## config.mk

```make
export PLATFORM = sky130hd
export DESIGN_NAME = cordic_vectoring_flat
export DESIGN_NICKNAME = d
export VERILOG_FILES = /design/src/rtl/cordic_vectoring_if.sv /design/src/rtl/cordic_vectoring.sv /design/src/flat_wrapper.sv
export SDC_FILE = /design/constraint.sdc
export NUM_CORES = 1
export LEC_CHECK = 0
export ABC_AREA = 1
export BUFFER_PORTS_ARGS = -buffer_cell sky130_fd_sc_hd__buf_2
export CELL_PAD_IN_SITES_DETAIL_PLACEMENT = 0
export CELL_PAD_IN_SITES_GLOBAL_PLACEMENT = 2
export CORE_UTILIZATION = 36
export CTS_BUF_LIST = sky130_fd_sc_hd__clkbuf_16
export DETAILED_ROUTE_END_ITERATION = 12
export GPL_TIMING_DRIVEN = 0
export PLACE_DENSITY_LB_ADDON = 0.1
export SETUP_SLACK_MARGIN = 0.5
export SLEW_MARGIN = 20
export SYNTH_ARGS = -nofsm -noshare
export SYNTH_HDL_FRONTEND = slang
export SYNTH_SLANG_ARGS = --single-unit
```

## constraint.sdc

```tcl
create_clock -name clk -period 10.2 [get_ports clk]
set_input_delay 0.51 -clock clk [delete_from_list [all_inputs] [get_ports clk]]
set_output_delay 0.51 -clock clk [all_outputs]
set_load 0.02 [all_outputs]
```

## src/rtl/cordic_vectoring_if.sv

```systemverilog
// Handshake and data bus for the CORDIC vectoring block: input vector in,
// angle/magnitude result out.
interface cordic_vectoring_if #(
  parameter int DATA_WIDTH = 22
);
  logic                         in_valid;
  logic                         in_ready;
  logic signed [DATA_WIDTH-1:0] x_in;
  logic signed [DATA_WIDTH-1:0] y_in;
  logic                         out_valid;
  logic                         out_ready;
  logic signed [DATA_WIDTH:0]   angle_out;
  logic        [DATA_WIDTH+1:0] magnitude_out;

  modport master (
    output in_valid, x_in, y_in, out_ready,
    input  in_ready, out_valid, angle_out, magnitude_out
  );

  modport slave (
    input  in_valid, x_in, y_in, out_ready,
    output in_ready, out_valid, angle_out, magnitude_out
  );
endinterface

```

## src/rtl/cordic_vectoring.sv

```systemverilog
// Iterative CORDIC in vectoring mode: one micro-rotation per enabled clock,
// returning atan2(y, x) and the gain-scaled magnitude.
module cordic_vectoring #(
  parameter int INTEGER_WIDTH        = 2,
  parameter int DECIMAL_WIDTH        = 20,
  parameter int DATA_WIDTH           = INTEGER_WIDTH + DECIMAL_WIDTH,
  parameter int CORDIC_COUNTER_WIDTH = 4,
  parameter int ITERATIONS           = 16
) (
  input  logic               clk,
  input  logic               reset,
  input  logic               clk_en,
  cordic_vectoring_if.slave  bus
);

  localparam int W = DATA_WIDTH + 2;
  // Angle constants are Q.20 radians.
  localparam logic signed [W-1:0] HALF_PI = W'(1647099);

  typedef enum logic [1:0] {IDLE, RUN, DONE} state_t;

  state_t                          state;
  logic [CORDIC_COUNTER_WIDTH-1:0] cnt;
  logic signed [W-1:0]             x, y, z;
  logic                            zero;

  logic signed [W-1:0] xe, ye, x_sh, y_sh, atan_i, x_nx, y_nx, z_nx;
  logic                last;

  function automatic logic signed [W-1:0] atan_lut(input logic [CORDIC_COUNTER_WIDTH-1:0] i);
    case (int'(i))
      0:       return W'(823550);
      1:       return W'(486170);
      2:       return W'(256879);
      3:       return W'(130396);
      4:       return W'(65451);
      5:       return W'(32757);
      6:       return W'(16383);
      7:       return W'(8192);
      8:       return W'(4096);
      9:       return W'(2048);
      // Beyond i=9 atan(2^-i) rounds to exactly 2^(20-i).
      default: return W'(64'sd1048576 >>> i);
    endcase
  endfunction

  assign xe     = {{2{bus.x_in[DATA_WIDTH-1]}}, bus.x_in};
  assign ye     = {{2{bus.y_in[DATA_WIDTH-1]}}, bus.y_in};
  assign x_sh   = x >>> cnt;
  assign y_sh   = y >>> cnt;
  assign atan_i = atan_lut(cnt);
  assign last   = (cnt == CORDIC_COUNTER_WIDTH'(ITERATIONS - 1));

  always_comb begin
    x_nx = x;
    y_nx = y;
    z_nx = z;
    if (!y[W-1]) begin
      x_nx = x + y_sh;
      y_nx = y - x_sh;
      z_nx = z + atan_i;
    end else begin
      x_nx = x - y_sh;
      y_nx = y + x_sh;
      z_nx = z - atan_i;
    end
  end

  always_ff @(posedge clk) begin
    if (reset) begin
      state             <= IDLE;
      cnt               <= '0;
      x                 <= '0;
      y                 <= '0;
      z                 <= '0;
      zero              <= 1'b0;
      bus.in_ready      <= 1'b1;
      bus.out_valid     <= 1'b0;
      bus.angle_out     <= '0;
      bus.magnitude_out <= '0;
    end else if (clk_en) begin
      case (state)
        IDLE: begin
          if (bus.in_valid) begin
            state        <= RUN;
            cnt          <= '0;
            bus.in_ready <= 1'b0;
            // A null vector would otherwise accumulate every atan step.
            zero         <= (bus.x_in == '0) && (bus.y_in == '0);
            if (!xe[W-1]) begin
              x <= xe;
              y <= ye;
              z <= '0;
            end else if (!ye[W-1]) begin
              x <= ye;
              y <= -xe;
              z <= HALF_PI;
            end else begin
              x <= -ye;
              y <= xe;
              z <= -HALF_PI;
            end
          end
        end
        RUN: begin
          x   <= x_nx;
          y   <= y_nx;
          z   <= z_nx;
          cnt <= cnt + 1'b1;
          if (last) begin
            state             <= DONE;
            bus.out_valid     <= 1'b1;
            bus.angle_out     <= zero ? '0 : z_nx[DATA_WIDTH:0];
            bus.magnitude_out <= x_nx;
          end
        end
        DONE: begin
          if (bus.out_ready) begin
            state         <= IDLE;
            bus.out_valid <= 1'b0;
            bus.in_ready  <= 1'b1;
          end
        end
        default: state <= IDLE;
      endcase
    end
  end

endmodule
```

## src/flat_wrapper.sv

```systemverilog
// flat-port wrapper written by rule: the top's interface ports become plain ports
module cordic_vectoring_flat 
#(
  parameter int INTEGER_WIDTH        = 2,
  parameter int DECIMAL_WIDTH        = 20,
  parameter int DATA_WIDTH           = INTEGER_WIDTH + DECIMAL_WIDTH,
  parameter int CORDIC_COUNTER_WIDTH = 4,
  parameter int ITERATIONS           = 16
)
  (clk, reset, clk_en, bus_in_valid, bus_x_in, bus_y_in, bus_out_ready, bus_in_ready, bus_out_valid, bus_angle_out, bus_magnitude_out);
  cordic_vectoring_if #(.DATA_WIDTH(DATA_WIDTH)) bus_i ();
  input  logic clk;
  input  logic reset;
  input  logic clk_en;
  input wire logic [$bits(bus_i.in_valid)-1:0] bus_in_valid;
  input wire logic [$bits(bus_i.x_in)-1:0] bus_x_in;
  input wire logic [$bits(bus_i.y_in)-1:0] bus_y_in;
  input wire logic [$bits(bus_i.out_ready)-1:0] bus_out_ready;
  output wire logic [$bits(bus_i.in_ready)-1:0] bus_in_ready;
  output wire logic [$bits(bus_i.out_valid)-1:0] bus_out_valid;
  output wire logic [$bits(bus_i.angle_out)-1:0] bus_angle_out;
  output wire logic [$bits(bus_i.magnitude_out)-1:0] bus_magnitude_out;
  assign bus_i.in_valid = bus_in_valid;
  assign bus_i.x_in = bus_x_in;
  assign bus_i.y_in = bus_y_in;
  assign bus_i.out_ready = bus_out_ready;
  assign bus_in_ready = bus_i.in_ready;
  assign bus_out_valid = bus_i.out_valid;
  assign bus_angle_out = bus_i.angle_out;
  assign bus_magnitude_out = bus_i.magnitude_out;
  cordic_vectoring #(.INTEGER_WIDTH(INTEGER_WIDTH), .DECIMAL_WIDTH(DECIMAL_WIDTH), .DATA_WIDTH(DATA_WIDTH), .CORDIC_COUNTER_WIDTH(CORDIC_COUNTER_WIDTH), .ITERATIONS(ITERATIONS)) u_core (.clk(clk), .reset(reset), .clk_en(clk_en), .bus(bus_i));
endmodule
```

-- Yosys cells after proc, flatten, opt, wreduce, memory -nomap -nowiden
Cells that the tools add are included.
- bits in registers: 128
- latch bits: 0
- memory bits (writable): 0
- ROM bits: 0
- input bits: 49
- output and inout bits: 49
- logic and storage cells: 80
- memories kept: 0
- add/subtract/negate cells: 9
- multipliers: 0
- div/mod/pow operators: 0
- order comparisons: 0
- equal/unequal tests: 15
- shift operators: 3
- multiplexer cells: 29
- bitwise operators: 0
- reduce and logical (&&, ||, !) cells: 14
- operator list (operator ; count):
    24-bit two-way mux ; 12
    24-bit one-hot mux with 10 select lines ; 1
    24-bit one-hot mux with 2 select lines ; 3
    24-bit adder ; 3
    24-bit subtractor ; 3
    22-bit negator with 24-bit output ; 2
    24-bit by 4-bit >>> shifter with 24-bit output ; 2
    22-bit zero test ; 2
    22-bit by 4-bit >>> shifter with 24-bit output (first input constant) ; 1
    23-bit two-way mux ; 1
    4-bit by 3-bit == test with 1-bit output (second input constant) ; 4
    4-bit == test (second input constant) ; 3
    4-bit AND reduction ; 3
    3-bit AND reduction ; 3
    4-bit by 2-bit == test with 1-bit output (second input constant) ; 2
    4-bit one-hot mux with 2 select lines ; 1
    2-bit two-way mux ; 3
    2-bit one-hot mux with 3 select lines ; 1
    2-bit nonzero test ; 3
    4-bit by 1-bit adder with 4-bit output (second input constant) ; 1
    4-bit by 1-bit == test with 1-bit output (second input constant) ; 1
    4-bit zero test ; 1
    1-bit two-way mux ; 4
    4-bit two-way mux ; 1
    7 further kinds ; 9

-- Depth between registers and ports, before layout
Gate-level depths: netlist of run 1.
- depth in word-level cells: 5
- gate-level depth with buffers: 30
- depth with buffers taken out: 28

-- Least setup slack after synthesis of run 1
No wires, ideal clock.
- path kind: register to register
- start point: reg u_core.cnt[1]
- end point: reg u_core.bus.angle_out[17]
- setup time: 132 ps
- data arrival time: 3646 ps
- required time: 10068 ps
- path slack: 6422 ps
- stages on the path, launching flop included: 28
- path buffers: 2
- clock period less this slack: 3778 ps
- cell sequence: dfxtp_1 inv_2 buf_4 buf_2 ha_1 inv_1 a21oi_4 nor2_4 nand2_1 nor2_1 nand2_1 inv_2 nand2_1 nor2_1 nand4_1 or2_1 nand2_1 xor2_1 ha_1 nand2_1 nor2_1 inv_1 o221ai_1 a21oi_1 o21ai_0 or2_2 nand3_1 a21oi_1
- cells in the longest elaborated chain, start to end: 5
- elaborated cells on any way between the ends: 18
- those cells by class: 2 x add/sub; 10 x eq/ne; 1 x shift; 3 x mux; 2 x reduce/logical
- ends and longest elaborated chain (what ; line ; text):
    start, declared ; cordic_vectoring.sv:23 ; logic [CORDIC_COUNTER_WIDTH-1:0] cnt;
    start signal, assigned ; cordic_vectoring.sv:109 ; cnt <= cnt + 1'b1;
    22-bit by 4-bit >>> shifter with 24-bit output (tied with other cells) ; cordic_vectoring.sv:43 ; default: return W'(64'sd1048576 >>> i);
    24-bit one-hot mux with 10 select lines ; cordic_vectoring.sv:31 ; case (int'(i))
    24-bit adder or 24-bit subtractor (tied branches) ; cordic_vectoring.sv:61, cordic_vectoring.sv:65 ;
    24-bit two-way mux ; cordic_vectoring.sv:58 ; if (!y[W-1]) begin
    23-bit two-way mux ; cordic_vectoring.sv:113 ; bus.angle_out <= zero ? '0 : z_nx[DATA_WIDTH:0];
    end signal, assigned ; cordic_vectoring.sv:113 ;
    end, declared ; cordic_vectoring_if.sv:22 ; output in_ready, out_valid, angle_out, magnitude_out
Several ways; a longest one is shown, not always the timed one.
A chain may end at the register's enable or synchronous reset.

-- Final worst setup path of run 1
- start point: reg u_core.y[23]
- end point: reg u_core.y[15]
- cells in the longest elaborated chain, start to end: 2
- ends and longest elaborated chain (what ; line ; text):
    start, declared ; cordic_vectoring.sv:24 ; logic signed [W-1:0] x, y, z;
    start signal, assigned ; cordic_vectoring.sv:92 ; y <= ye;
    start signal, assigned ; cordic_vectoring.sv:96 ; y <= -xe;
    start signal, assigned ; cordic_vectoring.sv:107 ; y <= y_nx;
    24-bit two-way mux ; cordic_vectoring.sv:58 ;
    24-bit one-hot mux with 2 select lines ; cordic_vectoring.sv:82 ; case (state)
No other way between the ends.

==> flow_summary.toml, run 1 <==
[run_status]
outcome = "finished, final reports clean"

[clocking]
ctsHoldBuffers = 0
insertion_delay_ps = 470
root_buffer = "clkbuf_16"
clockBufferDepth = 2
cts_resized = 0
cts_tree = "yes"
h-tree-depth = 4
clkSinkCount = 127
cts.clk_slew.worst_paths_ps = 60
cts_setup_buffers = 0
cts-buffers-inserted = 17

[setup_path]
rr_worst_depth = 19
crit_path_start = "u_core.y[23]$_SDFFE_PP0P_"
crit_type = "reg2reg"
worst_setup_path_start_kind = "flip-flop"
crit_end = "u_core.y[15]$_SDFFE_PP0P_"
timing.rr.end = "u_core.y[15]$_SDFFE_PP0P_"
crit_fanout = 10
r2r_setup_slack_ps = 4850
critPathRequiredTime_ps = 10550
end_kind = "flip-flop"
arrival_ps = 5700
r2r-start = "u_core.y[23]$_SDFFE_PP0P_"

[sta]
slew-limit-headroom_pct = 36.7
fin_crit_sh_pct = 52.5
finalHoldViolations = 0
setup_ws_ps = 4850
fin_crit_ps = 5350
final.setup.tns_ps = 0
maxSlewViolCount = 0
setup-violations-final = 0
max_freq_mhz = 187
rsz0062_at_grt = "false"
fin_skew_ps = 22.1
worstMarginPinSlew_ps = 950

[synthesis]
synth.area.mux_share_pct = 0
synth_area_sq_um = 14200
synth_warnings = 0
synth_compound_area_share_pct = 21.0
ys_seq_elements = 127
yosysSeqAreaShare_pct = 18.0
synthFlopType = "dfxtp_1"
synthCells = 2390
synth_top_family_by_area = "simple AND/OR/NAND/NOR gates"
synthArstFlopShare_pct = 0
syn_area_per_cell_sq_um = 5.93
yosys.area_share.adder_pct = 7.40
synth-edff-count = 0
syn-num-nets = 2521
synth_xor_area_share_pct = 6.18
synth_cell_types = 59
synth-simple-area-share_pct = 37.8

[final_layout]
diodes = 0
final_nets = 2636
drive_above_1_share_pct = 10.0
area_delta_synth_final_pct = 12.4
stdcell_count = 3036
multi_input_area_sq_um = 10300
n_fill_cell = 4407
seq_area_sq_um = 2540

[power]
p_total_mw = 2.42
leakagePower_nw = 7.77
peakVddDrop_mv = 0.186
p_per_area_nw_per_um2 = 152

[detailed_routing]
wl_per_cell_microns = 22.3
drc_errors = 0
firstDrtPassIters = 6
via_count = 16941
drt.antenna.violating_nets = 0
vias_per_cell = 5.58
routed_wl_microns = 67600
drt-initial-drc-count = 1509

[hold_path]
hold_class = "in2reg"
hold_depth = 3

[floorplanning]
io-pin-count = 98
dieArea_sq_um = 40100
die_h_microns = 200
core_sq_um = 38700
die_x_microns = 200
initial_utilization_pct = 36.6
num_rows = 72

[place]
gp_congestion = 0.980
dp_slack_ps = 5020
dp_hpwl_microns = 55000
io_buffer_count = 96
dp_cells = 3004

[global_route]
grt_overflow = 0
grt_max_degree = 17
grt_use_total_pct = 33.2
grt_pass1_vias = 16010
grt_pass1_wl_microns = 100000
antenna_found_initial = 1

[run]
max_cap_violations = 0
-- routing by layer --
metal | up-vias | track usage (%) | wire (microns)
met2 | 625 | 55.4 | 31100
met3 | 116 | 5.29 | 4210
met4 | 0 | 14.2 | 2850
li1 | 8279 | - | -
met1 | 7921 | 42.1 | 29500
met5 | - | 0 | 0
-- worst min path at each step --
stage,from,end,slack [ps]
2_1_floorplan,u_core.z[0]$_SDFFE_PP0P_,u_core.z[0]$_SDFFE_PP0P_,440
3_3_place_gp,u_core.bus.angle_out[17]$_SDFFE_PP0P_,u_core.bus.angle_out[17]$_SDFFE_PP0P_,450
3_5_place_dp,u_core.bus.out_valid$_SDFFE_PP0P_,u_core.bus.out_valid$_SDFFE_PP0P_,450
4_1_cts,clk_en,u_core.bus.in_ready$_SDFFE_PP1P_,380
5_1_grt,clk_en,u_core.bus.in_ready$_SDFFE_PP1P_,430
6_report,clk_en,u_core.bus.in_ready$_SDFFE_PP1P_,410
-- critical path, cell delays in order, from the launching register on --
cell      delay [ps]
dfxtp_1          410
buf_2            300
inv_1            350
buf_1            680
clkbuf_1         720
o21ai_0          450
ha_1             410
nand3_1           70
nand3_1          130
inv_1             50
o21bai_1         400
nand2_1           90
nand2_1          240
inv_1             70
o21ai_0          320
a21oi_1          100
o21ai_0          120
nand3_1          120
o211ai_1         120
inv_1             60
-- sequential cells by signal (all words and copies together), names as in the netlist --
signal / count
u_core.state: 2
u_core.bus.magnitude_out: 24
u_core.zero: 1
u_core.bus.angle_out: 23
u_core.cnt: 4
u_core.y: 24
u_core.bus.in_ready: 1
u_core.bus.out_valid: 1
u_core.x: 24
u_core.z: 23
-- cells in the final DEF, fill, tap and decap left out, types with 12 or more instances in the layout --
cell,Yosys,routed
ha_1,79,79
clkbuf_16,0,17
o21ai_0,174,174
buf_1,14,14
nand4_1,28,28
nand2_2,13,13
inv_2,26,26
inv_1,199,200
buf_2,23,119
nand3_1,280,280
nor2_1,227,226
xnor2_1,43,43
clkbuf_1,53,53
nor3_1,21,21
o221ai_1,15,15
a21o_1,12,12
xor2_1,57,57
dfxtp_1,127,127
nand2_1,610,610
a21oi_1,189,189
a31oi_1,14,14
o211ai_1,33,33
nor2_2,13,14
-- layout make-up --
| class | count | share of cell area, % |
|---|---|---|
| Multi-Input combinational cell | 1930 | 64.5 |
| Sequential cell | 127 | 16.0 |
| Inverter | 227 | 5.37 |
| Tap cell | 518 | 4.07 |
| Buffer | 106 | 3.20 |
| Timing Repair Buffer | 96 | 3.02 |
| Clock buffer | 17 | 2.67 |
| Clock inverter | 15 | 1.21 |
-- report_power, final --
| group | internal (mW) | switching, mW | leakage (nW) | total (mW) |
|---|---|---|---|---|
| registers | 0.521 | 0.0487 | 1.04 | 0.570 |
| clock network | 0.407 | 0.265 | 0.292 | 0.672 |
| logic | 0.367 | 0.815 | 6.44 | 1.18 |
-- Yosys cell counts (14+ instances only) --
cell type,count,area (sq um)
xor2_1,57,499
a21oi_1,189,946
nor2_1,227,852
clkbuf_1,53,199
inv_1,199,747
inv_2,26,97.6
nand4_1,28,175
buf_2,23,115
o21ai_0,174,871
nand2_1,610,2290
ha_1,79,988
nor3_1,21,105
buf_1,14,52.6
xnor2_1,43,377
nand3_1,280,1400
o221ai_1,15,131
a31oi_1,14,87.6
o211ai_1,33,248
dfxtp_1,127,2540
-- through the flow --
step	hold slack, ps	area, sq um	utilization [%]
3_3_place_gp	451	15300	39.5
2_1_floorplan	435	14200	-
6_report	412	15900	41.1
3_5_place_dp	451	15300	39.5
5_1_grt	434	15900	41.1
4_1_cts	384	15900	41.1
-- kinds of logic after synthesis --
kind of cell	after synthesis
xor+xnor	100
flops	127
compound gates	514
simple gates	1234
fa+ha+maj	82
buf+inv	333
Note: power is estimated with default switching activity, not from simulation.
==> inputs of run 2 (changes only) <==
CORE_UTILIZATION = 33   (was 36)
clock period = 5.5 ns   (was 10.2 ns; I/O delays follow)
==> run 2 against run 1 <==
  * Register-to-register slack worse by 4100 ps
  * Via count about the same
  * First-iteration DRC count down 3.8%
  * Fmax up 12%
==> flow_summary.toml, run 2 (same netlist as run 1, synthesis figures left out) <==
[global_route]
antenna_found_initial = 1
grt_use_total_pct = 30.9
grt_pass1_wl_microns = 100000
grt_overflow = 0
grt_max_degree = 17
grt_pass1_vias = 16127

[run]
max_cap_violations = 0

[power]
peakVddDrop_mv = 0.197
leakagePower_nw = 7.80
p_per_area_nw_per_um2 = 280
clkPwrFrac_pct = 26.2
netSwitchingFraction_pct = 48.1
p_int_mw = 2.33
p_comb_share_pct = 50.3
sequentialPowerShare_pct = 23.5
p_sw_mw = 2.16

[clocking]
clkSinkCount = 127
cts-buffers-inserted = 17
clockBufferDepth = 2
root_buffer = "clkbuf_16"
cts_tree = "yes"
insertion_delay_ps = 460
cts.clk_slew.worst_paths_ps = 70
h-tree-depth = 4

[floorplanning]
die_h_microns = 209
initial_utilization_pct = 33.6
num_rows = 75
die_x_microns = 209
core_sq_um = 42100
dieArea_sq_um = 43800
io-pin-count = 98

[sta]
max_freq_mhz = 210
finalHoldViolations = 0
setup-violations-final = 0
final.setup.tns_ps = 0
slew-limit-headroom_pct = 22.6
fin_skew_ps = 15.6
maxSlewViolCount = 0
fin_crit_sh_pct = 86.8
hold_slack_ps = 169
rsz0062_at_grt = "true"
fin_crit_ps = 4770
worstMarginPinSlew_ps = 1160

[place]
io_buffer_count = 96
gp_congestion = 0.973
dp_hpwl_microns = 55800

[setup_path]
timing.rr.end = "u_core.bus.angle_out[17]$_SDFFE_PP0P_"
end_kind = "flip-flop"
arrival_ps = 5070
crit_type = "reg2reg"
critPathRequiredTime_ps = 5800
r2r_setup_slack_ps = 730
crit_path_start = "u_core.cnt[1]$_SDFFE_PP0P_"
r2r-start = "u_core.cnt[1]$_SDFFE_PP0P_"
crit_fanout = 11
crit_end = "u_core.bus.angle_out[17]$_SDFFE_PP0P_"
rr_worst_depth = 27
worst_setup_path_start_kind = "flip-flop"

[detailed_routing]
wl_per_cell_microns = 22.3
drc_errors = 0
vias_per_cell = 5.53
via_count = 16931
drt-initial-drc-count = 1451
routed_wl_microns = 68200
firstDrtPassIters = 5
drt.antenna.violating_nets = 0

[hold_path]
hold_class = "in2reg"

[final_layout]
drive_above_1_share_pct = 11.0
final_cell_mix = "nand2_1, nand3_1, nor2_1, inv_1, a21oi_1"
top_regs = "u_core.bus.magnitude_out x24, u_core.x x24, u_core.y x24"
final_nets = 2637
final_common_cell = "nand2_1"
area_delta_synth_final_pct = 13.0

[run_status]
outcome = "finished, final reports clean"
run 2: worst min path at each step:
| stage | start | to | slack, ps | depth (start not counted) |
|---|---|---|---|---|
| finish | clk_en | u_core.bus.in_ready$_SDFFE_PP1P_ | 170 | 3 |
| global route | clk_en | u_core.bus.in_ready$_SDFFE_PP1P_ | 200 | 3 |
| CTS | clk_en | u_core.bus.in_ready$_SDFFE_PP1P_ | 150 | 3 |
| detailed placement | u_core.bus.in_ready$_SDFFE_PP1P_ | u_core.bus.in_ready$_SDFFE_PP1P_ | 450 | 2 |
| global placement | u_core.bus.in_ready$_SDFFE_PP1P_ | u_core.bus.in_ready$_SDFFE_PP1P_ | 450 | 2 |
| floorplan | u_core.z[0]$_SDFFE_PP0P_ | u_core.z[0]$_SDFFE_PP0P_ | 440 | 2 |
run 2: critical path, stage by stage (launching register included):
cell and delay (ps):
dfxtp_2 420, inv_2 50, buf_4 160, clkbuf_4 240, ha_1 290, inv_1 160
a21oi_4 110, nor2_4 120, nand2_1 170, nor2_1 130, nand2_1 110, inv_2 80
nand2_1 100, nor2_1 110, nand4_1 160, or2_1 280, nand2_1 110, xor2_2 230
ha_1 320, nand2_1 160, nor2_1 70, inv_1 70, o221ai_1 160, a21oi_2 190
o21ai_1 100, or2_2 300, nand3_1 130, a21oi_1 80
run 2: area by class of cell:
| type | instances | area (sq um) |
|---|---|---|
| Fill cell | 4789 | 26100 |
| Inverter | 227 | 855 |
| Clock buffer | 17 | 425 |
| Timing Repair Buffer | 97 | 488 |
| Buffer | 106 | 517 |
| Multi-Input combinational cell | 1930 | 10300 |
| Clock inverter | 15 | 160 |
| Tap cell | 539 | 674 |
| Sequential cell | 127 | 2540 |
| Antenna cell | 1 | 2.50 |
run 2: what timing repair did:
action	in CTS	in global routing
buffers inserted	0	1
gates resized for setup	3	26
pin swaps	0	1
hold buffers	0	0
endpoints found under the setup margin	12	33
run 2: through the flow:
stage                     utilization, %  setup slack (ps)  total power, mW  area, sq um  cells
after floorplan                        -              1720             2.52        14200   2390
after detailed placement            36.4               187             3.27        15300   3025
after global placement              36.4               181             3.27        15300   3025
after global routing                38.0               453             4.76        16000   3058
final                               38.0               728             4.49        16000   3059
after CTS                           37.8               528             4.45        15900   3057
run 2: metal layers:
layer,global-route usage [%],wire length (microns),vias to the layer above
li1,-,-,8275
met1,39.9,30100,7958
met2,51.3,30900,586
met3,4.06,3890,112
met4,13.5,3370,0
met5,0,0,-
run 2: power by group through the flow:
stage	logic (mW)	registers [mW]	clock network [mW]
after floorplan	1.50	1.02	0
after global placement	2.20	1.07	0
after detailed placement	2.20	1.07	0
after CTS	2.21	1.05	1.18
after global routing	2.48	1.05	1.23
final	2.26	1.05	1.17
